[src/rtl/stream_pkg.sv]
// Shared constants and helpers for the pixel stream engine.
// State encodings, latency ceiling and pixel width helper.
package stream_pkg;

  localparam int MAX_LATENCY = 15;

  localparam logic [1:0] S_IDLE   = 2'd0;
  localparam logic [1:0] S_RUN    = 2'd1;
  localparam logic [1:0] S_DRAIN  = 2'd2;
  localparam logic [1:0] S_FINISH = 2'd3;

  function automatic int pix_width(input int bpp);
    return 8 * bpp;
  endfunction

endpackage

[src/rtl/stream_delay.sv]
// Enable-gated shift register of (valid, address) pairs.
// Stage 0 marks the pixel cycle; the last stage drives write-back.
module stream_delay #(
  parameter int DEPTH = 2,
  parameter int AW    = 20
) (
  input  logic          clk,
  input  logic          reset_n,
  input  logic          en,
  input  logic          in_valid,
  input  logic [AW-1:0] in_addr,
  output logic          first_valid,
  output logic          out_valid,
  output logic          any_valid,
  output logic [AW-1:0] out_addr
);

  logic [DEPTH-1:0] v;
  logic [AW-1:0]    a [DEPTH];

  // advance one stage per enabled cycle, freeze otherwise
  always_ff @(posedge clk or negedge reset_n) begin
    if (!reset_n) begin
      v <= '0;
      for (int i = 0; i < DEPTH; i++) a[i] <= '0;
    end else if (en) begin
      v[0] <= in_valid;
      a[0] <= in_addr;
      for (int i = 1; i < DEPTH; i++) begin
        v[i] <= v[i-1];
        a[i] <= a[i-1];
      end
    end
  end

  assign first_valid = v[0];
  assign out_valid   = v[DEPTH-1];
  assign out_addr    = a[DEPTH-1];
  assign any_valid   = |v;

endmodule

[src/rtl/pixel_stream_engine.sv]
// Frame streamer: reads pixels, aligns x/y/syncs, writes results back.
// Address advances by accumulation only; stalls freeze everything.
module pixel_stream_engine
  import stream_pkg::*;
#(
  parameter int BYTES_PER_PIXEL = 3,
  parameter int LOC_SIZE        = 16,
  parameter int ADDR_WIDTH      = 20,
  parameter int LATENCY         = 1
) (
  input  logic                         clk,
  input  logic                         reset_n,
  input  logic                         en,
  input  logic                         start,
  input  logic                         continuous,
  input  logic                         stop,
  input  logic [LOC_SIZE-1:0]          width,
  input  logic [LOC_SIZE-1:0]          height,
  input  logic [1:0]                   padding,
  output logic                         rd_en,
  output logic [ADDR_WIDTH-1:0]        rd_addr,
  input  logic [8*BYTES_PER_PIXEL-1:0] rd_data,
  output logic [8*BYTES_PER_PIXEL-1:0] pix,
  output logic                         pix_valid,
  output logic [LOC_SIZE-1:0]          x,
  output logic [LOC_SIZE-1:0]          y,
  output logic                         hsync,
  output logic                         vsync,
  input  logic [8*BYTES_PER_PIXEL-1:0] result,
  output logic                         wr_en,
  output logic [ADDR_WIDTH-1:0]        wr_addr,
  output logic [8*BYTES_PER_PIXEL-1:0] wr_data,
  output logic                         busy,
  output logic                         done,
  output logic [LOC_SIZE-1:0]          frame
);

  localparam int PW = pix_width(BYTES_PER_PIXEL);
  localparam int AW = ADDR_WIDTH;
  localparam int LW = LOC_SIZE;
  localparam int LAT_C =
    (LATENCY > MAX_LATENCY) ? MAX_LATENCY : LATENCY;
  localparam int DEPTH = LAT_C + 1;

  logic [1:0]    state;
  logic          cont_q;
  logic [LW-1:0] w_q, h_q;
  logic [1:0]    pad_q;
  logic [AW-1:0] addr;
  logic [LW-1:0] x_cnt, y_cnt;
  logic [LW-1:0] x_q, y_q;
  logic          hs_q, vs_q;
  logic          fresh_q;
  logic [PW-1:0] hold_q;
  logic          v0, dv, dany;
  logic [AW-1:0] daddr;
  logic          row_end, last_px, zero_dim;
  logic [AW-1:0] step;

  assign zero_dim = (width == '0) || (height == '0);
  assign row_end  = (x_cnt == w_q - LW'(1));
  assign last_px  = row_end && (y_cnt == h_q - LW'(1));
  assign step     = AW'(BYTES_PER_PIXEL)
                  + (row_end ? AW'(pad_q) : '0);

  assign rd_en   = (state == S_RUN) && en;
  assign rd_addr = addr;
  assign busy    = (state != S_IDLE);
  assign done    = (state == S_FINISH) && en;

  // frame control, configuration latch and scan counters
  always_ff @(posedge clk or negedge reset_n) begin
    if (!reset_n) begin
      state  <= S_IDLE;
      cont_q <= 1'b0;
      w_q    <= '0;
      h_q    <= '0;
      pad_q  <= '0;
      addr   <= '0;
      x_cnt  <= '0;
      y_cnt  <= '0;
      frame  <= '0;
    end else begin
      if (stop) cont_q <= 1'b0;
      if (en) begin
        unique case (state)
          S_IDLE: begin
            if (start) begin
              cont_q <= continuous & ~stop & ~zero_dim;
              addr   <= '0;
              x_cnt  <= '0;
              y_cnt  <= '0;
              if (zero_dim) begin
                state <= S_FINISH;
              end else begin
                w_q   <= width;
                h_q   <= height;
                pad_q <= padding;
                state <= S_RUN;
              end
            end
          end
          S_RUN: begin
            addr <= addr + step;
            if (row_end) begin
              x_cnt <= '0;
              if (last_px) state <= S_DRAIN;
              else y_cnt <= y_cnt + LW'(1);
            end else begin
              x_cnt <= x_cnt + LW'(1);
            end
          end
          S_DRAIN: begin
            if (!dany) state <= S_FINISH;
          end
          S_FINISH: begin
            frame <= frame + LW'(1);
            addr  <= '0;
            x_cnt <= '0;
            y_cnt <= '0;
            state <= (cont_q & ~stop) ? S_RUN : S_IDLE;
          end
          default: state <= S_IDLE;
        endcase
      end
    end
  end

  // pixel-side alignment; hold read data across a stall
  always_ff @(posedge clk or negedge reset_n) begin
    if (!reset_n) begin
      fresh_q <= 1'b0;
      hold_q  <= '0;
      x_q     <= '0;
      y_q     <= '0;
      hs_q    <= 1'b0;
      vs_q    <= 1'b0;
    end else begin
      fresh_q <= rd_en;
      if (fresh_q) hold_q <= rd_data;
      if (rd_en) begin
        x_q  <= x_cnt;
        y_q  <= y_cnt;
        hs_q <= (x_cnt == '0);
        vs_q <= (x_cnt == '0) && (y_cnt == '0);
      end
    end
  end

  stream_delay #(
    .DEPTH (DEPTH),
    .AW    (AW)
  ) u_delay (
    .clk         (clk),
    .reset_n     (reset_n),
    .en          (en),
    .in_valid    (rd_en),
    .in_addr     (addr),
    .first_valid (v0),
    .out_valid   (dv),
    .any_valid   (dany),
    .out_addr    (daddr)
  );

  assign pix       = fresh_q ? rd_data : hold_q;
  assign pix_valid = v0 && en;
  assign x         = x_q;
  assign y         = y_q;
  assign hsync     = hs_q && pix_valid;
  assign vsync     = vs_q && pix_valid;
  assign wr_en     = dv && en;
  assign wr_addr   = daddr;
  assign wr_data   = wr_en ? result : '0;

endmodule

[config.mk]
export PLATFORM = sky130hd
export DESIGN_NAME = pixel_stream_engine
export DESIGN_NICKNAME = d
export VERILOG_FILES = /design/src/rtl/stream_pkg.sv /design/src/rtl/stream_delay.sv /design/src/rtl/pixel_stream_engine.sv
export SDC_FILE = /design/constraint.sdc
export NUM_CORES = 1
export LEC_CHECK = 0
export ABC_AREA = 1
export BUFFER_PORTS_ARGS = -buffer_cell sky130_fd_sc_hd__buf_2
export CAP_MARGIN = 20
export CELL_PAD_IN_SITES_DETAIL_PLACEMENT = 0
export CELL_PAD_IN_SITES_GLOBAL_PLACEMENT = 2
export CORE_ASPECT_RATIO = 0.5
export CORE_MARGIN = 2
export CORE_UTILIZATION = 32
export DETAILED_ROUTE_END_ITERATION = 10
export GPL_TIMING_DRIVEN = 1
export HOLD_SLACK_MARGIN = 0.05
export PLACE_DENSITY = 0.88
export SLEW_MARGIN = 20
export SYNTH_ARGS = -nofsm -noshare
export SYNTH_HDL_FRONTEND = slang
export SYNTH_SLANG_ARGS = --single-unit
[constraint.sdc]
create_clock -name clk -period 4.6 [get_ports clk]
set_clock_uncertainty 0.1 [all_clocks]
set_input_delay 0.69 -clock clk [delete_from_list [all_inputs] [get_ports clk]]
set_output_delay 0.69 -clock clk [all_outputs]
set_load 0.005 [all_outputs]
Yosys cells after proc, flatten, opt, wreduce, memory -nomap -nowiden
Index checks and enable logic that the tools add are counted.
Operators by class
  $add $sub $neg: 7
  multiply operators: 0
  div/mod/pow operators: 0
  magnitude comparators: 0
  eq/ne operators: 10
  shift operators: 0
  muxes and demuxes: 22
  bitwise gates (word level): 5
  reduce and logical (&&, ||, !) cells: 22
Operator list (number)
  16-bit one-hot mux with 3 select lines: 2
  16-bit logical NOT: 4
  16-bit 2-to-1 mux: 4
  20-bit one-hot mux with 3 select lines: 1
  16-bit by 1-bit adder with 16-bit output (second input constant): 3
  24-bit 2-to-1 mux: 2
  16-bit equality test: 2
  16-bit by 1-bit subtractor with 16-bit output (second input constant): 2
  20-bit by 3-bit adder with 20-bit output: 1
  20-bit 2-to-1 mux: 1
  2-bit 2-to-1 mux: 6
  2-bit != test (second input constant): 5
  5-bit AND reduction: 2
  1-bit logical AND: 8
  2-bit one-hot mux with 4 select lines: 1
  1-bit 2-to-1 mux: 5
  2-bit equality test (second input constant): 2
  4-bit AND reduction: 1
  2-bit by 2-bit adder with 3-bit output (first input constant): 1
  1-bit AND: 3
  3-bit AND reduction: 1
  3-bit nonzero test: 1
  2-bit by 1-bit equality test with 1-bit output (second input constant): 1
  2-bit logical NOT: 1
  other kinds (5): 6
Storage, ports and cells
  flip-flop bits (word level): 206
  bits in latches: 0
  memory bits (writable): 0
  bits in read-only memories: 0
  logic and storage cells: 84
  memories kept: 0

Depth between registers and ports, before layout
  word-level depth: 7
  depth in mapped cells: 25

Modules after synthesis
Synthesis repeated with hierarchy kept, for this count alone.
Unflattened totals
  cell total of the unflattened synthesis: 1351
  area, all modules: 10943.0 um^2
Modules (own cells, without submodules)
  pixel_stream_engine: times used 1, cells each 1152, area each 9167.5 um^2, sequential area each 4103.9 um^2
  stream_delay: times used 1, cells each 199, area each 1775.5 um^2, sequential area each 1051.0 um^2

Least setup slack after synthesis
OpenSTA, ideal clock, no wires.
  path type: flip-flop to flip-flop
  start point: register w_q[0]
  end point: register addr[15] (netlist: rd_addr[15])
  library setup time: 0.123 ns
  arrival time: 3.419 ns
  data required time: 4.377 ns
  path slack: 0.958 ns
  cell stages (with the launch flop): 25
  path buffers: 0
  cell sequence: dfrtp_1 > inv_1 > ha_1 > nand3_2 > nor2_4 > nand3_1 > nand2_1 > nand2_1 > nor2_1 > nand3_1 > nor2_2 > nand2_1 > ha_1 > inv_1 > ha_1 > fa_1 > inv_1 > nor3_2 > nand2_1 > nor2_1 > nand3_1 > nor2_2 > nand3_1 > o21ai_0 > a21oi_1
On the way
  cells in the longest elaborated chain, start to end: 6
RTL lines
  start, declared: line pixel_stream_engine.sv:47  | logic [LW-1:0] w_q, h_q;
  start signal, assigned: line pixel_stream_engine.sv:96  | w_q <= width;
  16-bit by 1-bit subtractor with 16-bit output: line pixel_stream_engine.sv:61  | assign row_end = (x_cnt == w_q - LW'(1));
  16-bit equality test: line pixel_stream_engine.sv:61
  2-bit 2-to-1 mux: line pixel_stream_engine.sv:64  | + (row_end ? AW'(pad_q) : '0);
  2-bit by 2-bit adder with 3-bit output: line pixel_stream_engine.sv:64
  20-bit by 3-bit adder with 20-bit output: line pixel_stream_engine.sv:104  | addr <= addr + step;
  20-bit one-hot mux with 3 select lines: line pixel_stream_engine.sv:86  | unique case (state)
  end signal, assigned: line pixel_stream_engine.sv:104
  end, declared: line pixel_stream_engine.sv:49  | logic [AW-1:0] addr;
No other way between the ends.
A chain may end at the register's enable or synchronous reset.

Worst setup path in the final report
Ends and elaborated chain as after synthesis.

==> impl_metrics.json <==
{
  "drv_cap": 0,
  "htreeDepth": 1,
  "synth_edf_count": 0,
  "gr-usage-met2_pct": 26.64,
  "worstSetupStartpoint": "w_q[0]$_DFFE_PN0P_",
  "clk_latency_ns": 0.52,
  "clk_pin_slew_ns": 0.06,
  "worst_slack_ns": 0.4710,
  "hp-class": "in2async",
  "cp-end-kind": "register",
  "final_nets": 1641,
  "cts_root_buf": "clkbuf_16",
  "wirelength_mm": 29.97,
  "overflow": 0,
  "ys.flop_type": "dfrtp_1",
  "numPortBuffers": 230,
  "final_core_util_pct": 39.34,
  "cts_buffer_depth": 3,
  "hpwl_mm": 22.81,
  "arrival_ns": 4.44,
  "fin_tns_setup_ns": 0,
  "rsz0062_at_grt": "false",
  "viasPerCell": 4.558,
  "grt_pass1_vias": 8675,
  "yosysSeqAreaShare_pct": 47.18,
  "drt_iter0_markers": 642,
  "irDropWorstVdd_mv": 0.2322,
  "postRouteAntennaNets": 0,
  "crit_cells": 24,
  "hold_violations": 0,
  "met3_usage_pct": 2.772,
  "antenna_found_initial": 0,
  "timing.critical_path.from_type": "register",
  "fp.coreArea_sq_um": 33340,
  "layout_commonest_cell": "nand2_1",
  "layout.cells.most_common_list": "nand2_1, buf_2, dfrtp_1",
  "r2r_start": "w_q[0]$_DFFE_PN0P_",
  "syn_area_per_cell_sq_um": 8.173,
  "fillers": 3471,
  "yosysWarnings": 0,
  "grt_pass1_wl_mm": 47.95,
  "slew_violations": 0,
  "synth_area_sq_um": 10930,
  "worstPathCellList": "inv_1, ha_1, nand3_2, nor2_4, inv_1, nand2_1, nand2_1, nor2_1, nand4_1, nor2_4, nand2_1, ha_1, inv_1, ha_1, fa_1, inv_1, nor3_2, nand2_1, nor2_1, nand3_1, nor2_4, nand3_1, o21ai_0, a21oi_1",
  "max_slew_margin_pct": 37.40,
  "vias": 9080,
  "slowest_stage": "dfrtp_1",
  "finalCritPeriodShare_pct": 89.76,
  "rows": 47,
  "crit_required_ns": 4.91,
  "die_w_microns": 265.3,
  "crit_path_max_fanout": 8,
  "hold_slack_ns": 0.08751,
  "cp_num_buf_inv": 4,
  "r2r_cells": 24,
  "p_leak_nw": 6.512,
  "avgRoutedWirePerCell_microns": 15.04,
  "status": "complete, no violations",
  "syn-num-nets": 1442,
  "netlist-cell-type-count": 42,
  "dr.pass1.iters": 4,
  "ys_ff_latch": 206,
  "drive_gt1_share_pct": 22.63,
  "setup_violations": 0,
  "cts_tree": "done",
  "power.density_nw_per_um2": 488.9,
  "max_freq_mhz": 242.2,
  "period_needed_ns": 4.129,
  "cts.sinks": 206,
  "design_area_sq_um": 13120,
  "synth-async-reset-ratio_pct": 100.0,
  "met1_usage_pct": 23.98,
  "rrSetupSlack_ns": 0.47,
  "drcViolationCount": 0,
  "die_h_microns": 134.7,
  "globalRouteTotalUtil_pct": 16.66,
  "area_growth_syn_to_layout_pct": 20.04,
  "grt_max_degree": 109,
  "crit_family": "simple AND/OR/NAND/NOR gates",
  "criticalPathCategory": "reg2reg",
  "placed_cell_area_sq_um": 12370,
  "worst_pin_slew_ns": 0.9389,
  "cts_buffers": 22,
  "pre_cts_ws_ns": 0.3895,
  "postCtsSetupRepairBufs": 0,
  "antenna_cells": 0,
  "initial_utilization_pct": 32.77,
  "top_level_ports": 231,
  "busiest_layer": "met2",
  "reg2reg_to": "rd_addr[15]$_DFFE_PN0P_",
  "die-area_sq_um": 35730,
  "endpoint": "rd_addr[15]$_DFFE_PN0P_",
  "crit_path_max_incr_delay_ns": 0.38,
  "place_congestion": 0.8670,
  "postSynthCellCount": 1337
}
metal layers:
layer,vias up,share of wire (%)
li1,4677,-
met4,0,1.7
met3,31,3.7
met2,152,45
met5,-,0
met1,4220,50
per-stage QoR:
step                power, mW  instances
floorplan               3.925       1337
global placement        4.650       1953
detailed placement      4.660       1953
CTS                     6.510       1992
global route            6.902       1992
finish                  6.413       1992
worst min path at each step:
stage | to | slack [ns] | cells after the start
2_1_floorplan | cont_q$_DFF_PN0_ | 0.29 | 0
3_3_place_gp | frame[15]$_DFFE_PN0P_ | 0.36 | 1
3_5_place_dp | frame[15]$_DFFE_PN0P_ | 0.36 | 1
4_1_cts | h_q[9]$_DFFE_PN0P_ | 0.15 | 1
5_1_grt | h_q[9]$_DFFE_PN0P_ | 0.15 | 1
6_report | h_q[9]$_DFFE_PN0P_ | 0.09 | 1
power by group:
group / leakage [nW] / internal, mW / switching (mW)
combinational: 3.48 / 0.857 / 1.22
clock: 0.356 / 1.05 / 0.748
sequential: 2.68 / 2.19 / 0.342
total: 6.51 / 4.10 / 2.31
worst register-to-register path, stage by stage, from the launching register on:
cell and delay [ns]:
dfrtp_1 0.38, inv_1 0.16, ha_1 0.23, nand3_2 0.15, nor2_4 0.22, inv_1 0.08
nand2_1 0.06, nand2_1 0.06, nor2_1 0.09, nand4_1 0.16, nor2_4 0.23, nand2_1 0.09
ha_1 0.28, inv_1 0.06, ha_1 0.18, fa_1 0.25, inv_1 0.07, nor3_2 0.23
nand2_1 0.08, nor2_1 0.20, nand3_1 0.18, nor2_4 0.18, nand3_1 0.10, o21ai_0 0.17
a21oi_1 0.06
what timing repair did:
item,in CTS,in global routing
setup endpoints to repair,0,3
gates resized for setup,0,2
hold buffers,0,0
registers in the layout (all words and copies together) (netlist names):
signal,cells
state,2
u_delay.a,20
x,16
cont_q,1
x_cnt,16
pad_q,2
rd_addr,20
hs_q,1
u_delay.out_addr,20
fresh_q,1
vs_q,1
y_cnt,16
h_q,16
y,16
hold_q,24
u_delay.v,2
w_q,16
frame,16
synth_stat cells, types with 2 or more instances:
cell type	count	area share, %
buf_4	21	1.4
nor3b_1	2	0.14
a21oi_1	51	2.3
buf_2	10	0.46
nand4_1	24	1.4
nand3b_1	10	0.69
nand2_1	293	10
xnor2_1	21	1.7
ha_1	16	1.8
nand2_2	2	0.11
xor2_1	33	2.6
nor2_4	4	0.41
inv_2	2	0.069
nor4_1	16	0.92
a211oi_1	3	0.21
o22ai_1	3	0.17
clkbuf_1	28	0.96
nor3_2	2	0.18
nand3_2	2	0.18
nor2_1	168	5.8
inv_1	164	5.6
and2_1	2	0.11
mux2_2	47	4.8
o31ai_1	4	0.27
nor3_1	33	1.5
o21ai_0	75	3.4
nand3_1	66	3.0
nor2_2	12	0.69
a31oi_1	3	0.17
buf_6	3	0.31
dfrtp_1	206	47
layout make-up:
cell class              count  area (sq um)  share of cell area (%)
clock buffers              33         661.9                   5.046
clock inverters             6         75.07                  0.5724
inverters                 167         626.9                   4.779
multi-input cells         901          4812                   36.69
flip-flops and latches    206          5155                   39.30
well taps                 441         551.8                   4.207
repair buffers            238          1234                   9.406
logic make-up after synthesis:
kind of cell             Yosys count  share of synthesized area (%)
multiplexers                      47                          4.844
AO/OA/AOI/OAI                    140                          6.641
XOR/XNOR                          55                          4.535
AND/OR/NAND/NOR                  642                          25.84
adder cells (fa/ha/maj)           17                          2.015
buffers and inverters            230                          8.943
flip-flops                       206                          47.18
Note: power is estimated with default switching activity, not from simulation.
